===== src/rtl/up_sample_nn_line_buffer.sv =====
// ---------------------------------------------------------------------------
// up_sample_nn_line_buffer
//
// Streaming nearest-neighbour up-sampler. Input rows are written into one of
// two line banks (ping-pong). A full bank is replayed FACTOR times
// horizontally (ph) and FACTOR times vertically (rep) before it is released
// back to the write side. Counters produce the source column, so no divider
// is needed.
//
// Parameters:
//   DATA_W  pixel width in bits
//   IMG_W   input row length in pixels (>= 2)
//   IMG_H   input rows per frame (>= 1)
//   FACTOR  integer up-sample factor (1..8)
//
// Ports:
//   clk        clock
//   rst_n      asynchronous active-low reset
//   flush      synchronous clear of control state (line storage is kept)
//   in_valid   input pixel valid
//   in_ready   write bank is empty and can take a pixel
//   in_data    input pixel, raster order
//   out_valid  read bank is full, out_data is meaningful
//   out_ready  downstream accepts the output pixel
//   out_data   up-sampled pixel (0 while out_valid is low)
//   out_last   final pixel of the output frame
//
// Optional feature, macro UP_SAMPLE_ROW_MARKERS_EN:
//   out_sol    first pixel of an output row
//   out_eol    last pixel of an output row
// ---------------------------------------------------------------------------
module up_sample_nn_line_buffer #(
  parameter int DATA_W = 16,
  parameter int IMG_W  = 64,
  parameter int IMG_H  = 64,
  parameter int FACTOR = 2
) (
  input  logic              clk,
  input  logic              rst_n,
  input  logic              flush,
  input  logic              in_valid,
  output logic              in_ready,
  input  logic [DATA_W-1:0] in_data,
  output logic              out_valid,
  input  logic              out_ready,
  output logic [DATA_W-1:0] out_data,
  output logic              out_last
`ifdef UP_SAMPLE_ROW_MARKERS_EN
  ,
  output logic              out_sol,
  output logic              out_eol
`endif
);

  localparam int PH_W = (FACTOR > 1) ? $clog2(FACTOR) : 1;
  localparam int SX_W = (IMG_W  > 1) ? $clog2(IMG_W)  : 1;
  localparam int OY_W = (IMG_H  > 1) ? $clog2(IMG_H)  : 1;

  localparam logic [PH_W-1:0] PH_LAST = PH_W'(FACTOR - 1);
  localparam logic [SX_W-1:0] SX_LAST = SX_W'(IMG_W - 1);
  localparam logic [OY_W-1:0] OY_LAST = OY_W'(IMG_H - 1);

  typedef enum logic {
    BANK_EMPTY = 1'b0,
    BANK_FULL  = 1'b1
  } bank_state_t;

  bank_state_t bank_state [2];
  bank_state_t bank_next  [2];

  logic [DATA_W-1:0] line_mem [2][IMG_W];

  logic            wb;
  logic            rb;
  logic [SX_W-1:0] wx;
  logic [OY_W-1:0] iy;
  logic [PH_W-1:0] ph;
  logic [SX_W-1:0] sx;
  logic [PH_W-1:0] rep;
  logic [OY_W-1:0] oy;

  logic wr_fire;
  logic wr_row_done;
  logic rd_fire;
  logic ph_last;
  logic sx_last;
  logic rep_last;
  logic oy_last;
  logic rd_release;

  // Handshake qualification. A flush cycle swallows both handshakes so that
  // nothing half-committed survives the clear.
  always_comb begin
    in_ready    = (bank_state[wb] == BANK_EMPTY);
    out_valid   = (bank_state[rb] == BANK_FULL);
    wr_fire     = in_valid && in_ready && !flush;
    rd_fire     = out_valid && out_ready && !flush;
    ph_last     = (ph  == PH_LAST);
    sx_last     = (sx  == SX_LAST);
    rep_last    = (rep == PH_LAST);
    oy_last     = (oy  == OY_LAST);
    wr_row_done = wr_fire && (wx == SX_LAST);
    rd_release  = rd_fire && ph_last && sx_last && rep_last;
  end

  // Bank ownership. Filling needs an EMPTY bank and releasing needs a FULL
  // one, so a fill and a release in the same cycle always hit different
  // banks and both updates apply.
  always_comb begin
    for (int b = 0; b < 2; b++) begin
      bank_next[b] = bank_state[b];
    end
    if (wr_row_done) begin
      bank_next[wb] = BANK_FULL;
    end
    if (rd_release) begin
      bank_next[rb] = BANK_EMPTY;
    end
  end

  // Line storage carries no reset: its contents are only ever observed
  // through a bank that has been completely rewritten.
  always_ff @(posedge clk) begin
    if (wr_fire) begin
      line_mem[wb][wx] <= in_data;
    end
  end

  // Control state: bank flags, pointers and the write/replay counters.
  always_ff @(posedge clk or negedge rst_n) begin
    if (!rst_n) begin
      bank_state[0] <= BANK_EMPTY;
      bank_state[1] <= BANK_EMPTY;
      wb  <= 1'b0;
      rb  <= 1'b0;
      wx  <= '0;
      iy  <= '0;
      ph  <= '0;
      sx  <= '0;
      rep <= '0;
      oy  <= '0;
    end else if (flush) begin
      bank_state[0] <= BANK_EMPTY;
      bank_state[1] <= BANK_EMPTY;
      wb  <= 1'b0;
      rb  <= 1'b0;
      wx  <= '0;
      iy  <= '0;
      ph  <= '0;
      sx  <= '0;
      rep <= '0;
      oy  <= '0;
    end else begin
      bank_state[0] <= bank_next[0];
      bank_state[1] <= bank_next[1];

      if (wr_fire) begin
        if (wr_row_done) begin
          wx <= '0;
          wb <= ~wb;
          iy <= (iy == OY_LAST) ? '0 : iy + 1'b1;
        end else begin
          wx <= wx + 1'b1;
        end
      end

      // Nested wrap: ph -> sx -> rep -> (release bank, next source row).
      if (rd_fire) begin
        if (ph_last) begin
          ph <= '0;
          if (sx_last) begin
            sx <= '0;
            if (rep_last) begin
              rep <= '0;
              rb  <= ~rb;
              oy  <= oy_last ? '0 : oy + 1'b1;
            end else begin
              rep <= rep + 1'b1;
            end
          end else begin
            sx <= sx + 1'b1;
          end
        end else begin
          ph <= ph + 1'b1;
        end
      end
    end
  end

  // Output pixel is read combinationally from the bank being replayed.
  always_comb begin
    out_data = out_valid ? line_mem[rb][sx] : '0;
    out_last = out_valid && ph_last && sx_last && rep_last && oy_last;
  end

`ifdef UP_SAMPLE_ROW_MARKERS_EN
  // Row markers follow the same qualification as out_data.
  always_comb begin
    out_sol = out_valid && (ph == '0) && (sx == '0);
    out_eol = out_valid && ph_last && sx_last;
  end
`endif

endmodule


===== config.mk =====
export PLATFORM = sky130hd
export DESIGN_NAME = up_sample_nn_line_buffer
export DESIGN_NICKNAME = d
export VERILOG_FILES = /design/src/rtl/up_sample_nn_line_buffer.sv
export SDC_FILE = /design/constraint.sdc
export NUM_CORES = 2
export LEC_CHECK = 0
export ABC_AREA = 1
export CAP_MARGIN = 40
export CORE_MARGIN = 2
export CORE_UTILIZATION = 63
export CTS_CLUSTER_SIZE = 28
export DETAILED_ROUTE_END_ITERATION = 8
export PLACE_DENSITY_LB_ADDON = 0.1
export SLEW_MARGIN = 10
export SYNTH_ARGS = -nofsm -noshare
export SYNTH_HDL_FRONTEND = slang
export SYNTH_SLANG_ARGS = --single-unit

===== constraint.sdc =====
create_clock -name clk -period 3.9 [get_ports clk]
set_clock_uncertainty 0.15 [all_clocks]
set_input_delay 0.585 -clock clk [delete_from_list [all_inputs] [get_ports clk]]
set_output_delay 0.585 -clock clk [all_outputs]
set_load 0.03 [all_outputs]

* Word level (Yosys, flattened, before mapping)
Memories as Yosys holds them, arrays and structs flattened.
Cells that the tools add are included.
** Word-level totals
- Flip-flop bits (word level) :: 24
- Bits in writable memories :: 2048
- Output and inout bits :: 19
- Word-level logic and storage cells :: 111
- Memories kept :: 1
** Memories
- line_mem :: depth 2, width 1024, read ports 1, clocked after Yosys merged registers in 0, write ports 1, RTL line 71 : logic [DATA_W-1:0] line_mem [2][IMG_W];
** Cells by class
- Add/sub/neg operators :: 5
- $lt $le $gt $ge :: 7
- Equal/unequal tests :: 3
- Multiplexer cells :: 50
- Bitwise logic cells :: 10
- Reductions and logical operators :: 26
** Operators by type and width (number)
- two-way mux 1024 bit :: 1
- binary-select mux 16 bit (select 6 bit) :: 1
- demux 16 bit (select 6 bit) :: 1
- two-way mux 6 bit :: 13
- two-way mux 16 bit :: 4
- two-way mux 1 bit :: 25
- adder 6 x 1 -> 6 bit, second input constant :: 3
- equality test 6 bit, second input constant :: 3
- logical AND 1 bit :: 15
- >= comparator 7 bit, second input constant :: 2
- NOT 6 -> 7 bit :: 2
- nonzero test 2 bit :: 6
- less-than comparator 7 x 1 -> 1 bit, second input constant :: 1
- two-way mux 2 bit :: 3
- >= comparator 2 bit, second input constant :: 2
- less-than comparator 2 x 1 -> 1 bit, second input constant :: 2
- NOT 1 -> 2 bit :: 2
- AND reduction 2 bit :: 2
- AND reduction 4 bit :: 1
- NOT 1 bit :: 3
- AND reduction 3 bit :: 1
- adder 1 bit, second input constant :: 2
- bitwise AND 2 bit :: 1
- demux 1 bit (select 1 bit) :: 2
- other kinds (3) :: 3

* Depth between registers and ports, before layout
- Depth after elaboration :: 12
- Gate-level depth with buffers :: 17
- Gate-level depth less buffers :: 13

* Worst setup path before layout
Ideal clock, no wire load.
- Path type :: reg-to-reg
- Start :: register wb
- End :: memory line_mem[0][144] in the netlist's numbering, enable pin
- Setup time :: 0.409 ns
- Data arrival time :: 3.090 ns
- Required time :: 3.341 ns
- Setup slack :: 0.251 ns
- Stages on the path, launching flop included :: 9
- Path buffers :: 1
- Path through :: dfrtp_1 > clkbuf_1 > mux2i_1 > nand2_1 > nor2_4 > nand2_4 > nor2_4 > inv_1 > nor3_1
** On the way
- Cells in the longest elaborated chain, start to end :: 9
** RTL lines
- start, declared :: RTL line 73 : logic wb;
- start signal, assigned :: RTL line 160 : wb <= ~wb;
- NOT 1 -> 2 bit (implied by the code) :: RTL line 94 : in_ready = (bank_state[wb] == BANK_EMPTY);
- two-way mux 1 bit (implied by the code) (3 in a row) :: RTL line 94
- NOT 1 bit :: RTL line 94
- named net in_ready :: RTL line 42 : output logic in_ready,
- logical AND 1 bit (2 in a row) :: RTL line 96 : wr_fire = in_valid && in_ready && !flush;
- two-way mux 1 bit :: RTL line 124 : if (wr_fire) begin
- two-way mux 1024 bit (implied by the code) :: RTL line 125 : line_mem[wb][wx] <= in_data;
- end, declared :: RTL line 71
The timed path passes the listed nets, and every way through them passes these cells. The select of a mux whose other input is x is not followed.

* Final worst setup path
- Start :: register rb
- End :: output port out_data[9]
** On the way
- Cells in the longest elaborated chain, start to end :: 5
** RTL lines
- start, declared :: RTL line 74 : logic rb;
- start signal, assigned :: RTL line 175 : rb <= ~rb;
- memory read (2 x 1024 bit) or NOT 1 -> 2 bit (tied branches)
- binary-select mux 16 bit (select 6 bit) or two-way mux 1 bit (tied branches) :: RTL line 192, 95
- two-way mux 16 bit (implied by the code) or two-way mux 1 bit (tied branches) (2 in a row) :: RTL line 192, 95
- two-way mux 16 bit * :: RTL line 192 : out_data = out_valid ? line_mem[rb][sx] : '0;
- end, declared :: RTL line 46 : output logic [DATA_W-1:0] out_data,
Mark *: on every way between the ends. The rest lies on a longest branch, timed or not. The select of a mux whose other input is x is not followed.

==> flow_metrics.env <==
export IMPL_clkPwrFrac=0.368
export IMPL_slew_violations=0
export IMPL_ys_types=35
export IMPL_p_leak_nw=37.8
export IMPL_fin_crit_sh=1.06
export IMPL_drive_above_1_share=0.163
export IMPL_grt_max_degree=102
export IMPL_cp_start_kind="flip-flop"
export IMPL_drt_initial_drc_count=9334
export IMPL_worstMarginPinSlew_ns=0.921
export IMPL_drt_pass1_iterations=7
export IMPL_combPwrFrac=0.144
export IMPL_period_minus_slack_ns=4.13
export IMPL_powerDensity_nw_per_um2=492
export IMPL_clock_path_buffers=3
export IMPL_async_flop_share=0.0116
export IMPL_power_share_switching=0.251
export IMPL_synth_area_top_cells="edfxtp_1 72%, nand2_1 9.4%, nand3_1 8.2%, nor2_1 3.0%, inv_1 1.6%"
export IMPL_seq_power_share=0.488
export IMPL_status="finished, violations left"
export IMPL_violations="setup timing"
export IMPL_synth_top_area_cell="edfxtp_1"
export IMPL_drc=0
export IMPL_hold_viol=0
export IMPL_final_antenna_net_count=0
export IMPL_hold_class="input port to flip-flop"
export IMPL_grt_pass1_vias=57500
export IMPL_gp_congestion=0.955
export IMPL_finalWorstSetupSlack_ns=-0.227
export IMPL_clk_pin_slew_ns=0.06
export IMPL_htreeDepth=4
export IMPL_clkSinkCount=2072
export IMPL_seq_area_frac_synth=0.725
export IMPL_dp_hpwl_mm=138
export IMPL_placeableCoreArea_um2=135000
export IMPL_portBuffers=39
export IMPL_max_freq_mhz=242
export IMPL_placed_cells=9273
export IMPL_grt_overflow_total=0
export IMPL_p_int_mw=37.6
export IMPL_synth_cells=7541
export IMPL_fin_tns_setup_ns=-2.26
export IMPL_crit_required_ns=3.16
export IMPL_viasPerCell=6.24
export IMPL_num_rows=135
export IMPL_synth_top_area_frac=0.718
export IMPL_cts_made_buffers=202
export IMPL_syn_avg_cell_area_um2=11.4
export IMPL_post_route_util=0.755
export IMPL_synthToLayoutAreaGrowth_pct=19.1
export IMPL_worst_path_max_fanout=8
export IMPL_io_pins=40
export IMPL_crit_type="flip-flop to primary output"
export IMPL_die_w_um=373
export IMPL_synth_ff_type="edfxtp_1"
export IMPL_grt_first_pass_wirelength_mm=364
export IMPL_p_sw_mw=12.6
export IMPL_syn_cell_area_um2=85700
export IMPL_root_buffer="clkbuf_16"
export IMPL_die_area_um2=139000
export IMPL_route_vias_total=61000
export IMPL_yosysWarnings=0
export IMPL_relSlewSlack=0.386
export IMPL_die_h_um=373
export IMPL_cts_tree="yes"
export IMPL_routed_wl_mm=255
export IMPL_min_path_cells=1
export IMPL_syn_num_nets=7565
export IMPL_critPathCaptureType="primary output"
export IMPL_ys_ff_latch=2072
export IMPL_finalSetupViolCount=16
export IMPL_fin_cells=9770
export IMPL_peakVddDrop_v=0.000470
export IMPL_preCtsSetupSlack_ns=0.137
export IMPL_grt_antenna_before_repair=5
export IMPL_layout_nets=7857
export IMPL_wl_per_cell_um=26.1
export IMPL_start_util=0.633
export IMPL_clkLatencyLatePin_ns=0.82
export IMPL_grt_total_usage=0.352
export IMPL_drv_cap=0
export IMPL_rsz0062_at_grt="yes"
export IMPL_worst_r2r_cell_count=8
export IMPL_synth_edf_count=2048
export IMPL_arrival_ns=3.39
## registers in the layout, summed over array words and instances (netlist names)
register	cells
ph	1
rb	1
wb	1
line_mem	2048
rep	1
bank_state	2
wx	6
oy	6
sx	6
## per-layer routing
layer / routed length (µm) / part of all wire / track usage / up-vias
met1: 94200 / 0.37 / 0.487 / 29600
li1: - / - / - / 26600
met4: 11100 / 0.043 / 0.162 / 8
met2: 120000 / 0.47 / 0.543 / 4133
met5: 49 / 0.00019 / 0 / -
met3: 29900 / 0.12 / 0.0733 / 612
## worst paths after layout
kind | startpoint | to | slack (ns)
min in group asynchronous | rst_n | sx[5] | 0.57
setup / recovery | rb | out_data[9] | -0.23
hold / removal | in_data[3] | line_mem[0][419] | 0.09
hold reg to reg | oy[1] | oy[1] | 0.37
max in group asynchronous | rst_n | wx[3] | 2.32
setup reg to reg | wb | line_mem[1][1016] | 0.19
## cell type report
| type | instances | area [µm²] |
|---|---|---|
| repair buffers | 546 | 7830 |
| multi-input cells | 4644 | 22200 |
| well taps | 1781 | 2230 |
| clock buffers | 266 | 5510 |
| inverters | 361 | 1430 |
| diodes | 3 | 7.51 |
| repair inverters | 6 | 115 |
| fillers | 8387 | 33200 |
| clock inverters | 91 | 643 |
| flip-flops and latches | 2072 | 62100 |
## metrics by stage
step / area (µm²) / hold slack (ns) / power, mW
after floorplan: 85700 / 0.139 / 28.2
after global placement: 90400 / 0.347 / 29.8
after detailed placement: 90500 / 0.356 / 29.9
after CTS: 99400 / 0.0451 / 49.1
after global routing: 102000 / 0.0933 / 51.6
final: 102000 / 0.0919 / 50.2
## cells in the mapped netlist (4+ instances only)
cell type,count
buf_6,9
buf_4,82
o211ai_1,39
nor3_1,51
nand2_4,4
nor2_1,679
a21oi_1,37
buf_2,145
inv_2,5
nand3_1,1400
dfrtp_1,24
inv_1,354
nand2_1,2153
buf_1,62
o21ai_0,245
edfxtp_1,2048
o21ai_1,13
clkbuf_1,166
nor2_4,5
## layout by cell type (no fill, tap or decap), types with 111 or more instances in the layout
cell type / instances
clkbuf_16: 256
edfxtp_1: 2048
buf_12: 118
nor2_1: 597
nand3_1: 1198
inv_1: 352
nand3_2: 177
nand2_2: 111
nand2_1: 2018
o21ai_0: 228
buf_4: 262
## timing repair
action,in CTS,in global routing
setup buffers,42,19
setup endpoints to repair,17,17
hold buffers,2,0
cloned,33,51
pin swaps,53,123
gates resized for setup,322,405
hold endpoints to repair,18,0
## logic make-up (layout without fill, tap and decap cells)
| family | Yosys count | count (layout) | share of synthesized area |
|---|---|---|---|
| AND/OR/NAND/NOR | 4299 | 4299 | 0.211 |
| flip-flops | 2072 | 2072 | 0.725 |
| buffers and inverters | 825 | 1270 | 0.0427 |
| AO/OA/AOI/OAI | 340 | 340 | 0.0214 |
| adder cells (fa/ha/maj) | 3 | 3 | 0.000438 |
| XOR/XNOR | 1 | 1 | 0.000102 |
| multiplexers | 1 | 1 | 0.000117 |
| other | 0 | 3 | 0 |
## worst max-delay path: stages, from the launching register on
cell and delay (ns):
dfrtp_4 0.53, buf_6 0.16, clkbuf_16 0.18, buf_16 0.16, buf_6 0.13, nor2_1 0.11
nor2_1 0.04, o21ai_1 0.08, nand3_1 0.16, nand3_2 0.17, nand2_1 0.08, nand2_2 0.11
nand3_2 0.10, nor2_4 0.31, nor2_4 0.08, buf_12 0.15
## power by group through the flow
stage	clock [mW]	sequential, mW	combinational, mW
after floorplan	0	25.0	3.22
after global placement	0	25.0	4.78
after detailed placement	0	25.0	4.89
after CTS	18.5	24.5	6.07
after global routing	19.4	24.5	7.69
final	18.5	24.5	7.24
(Power assumes the default switching activity.)
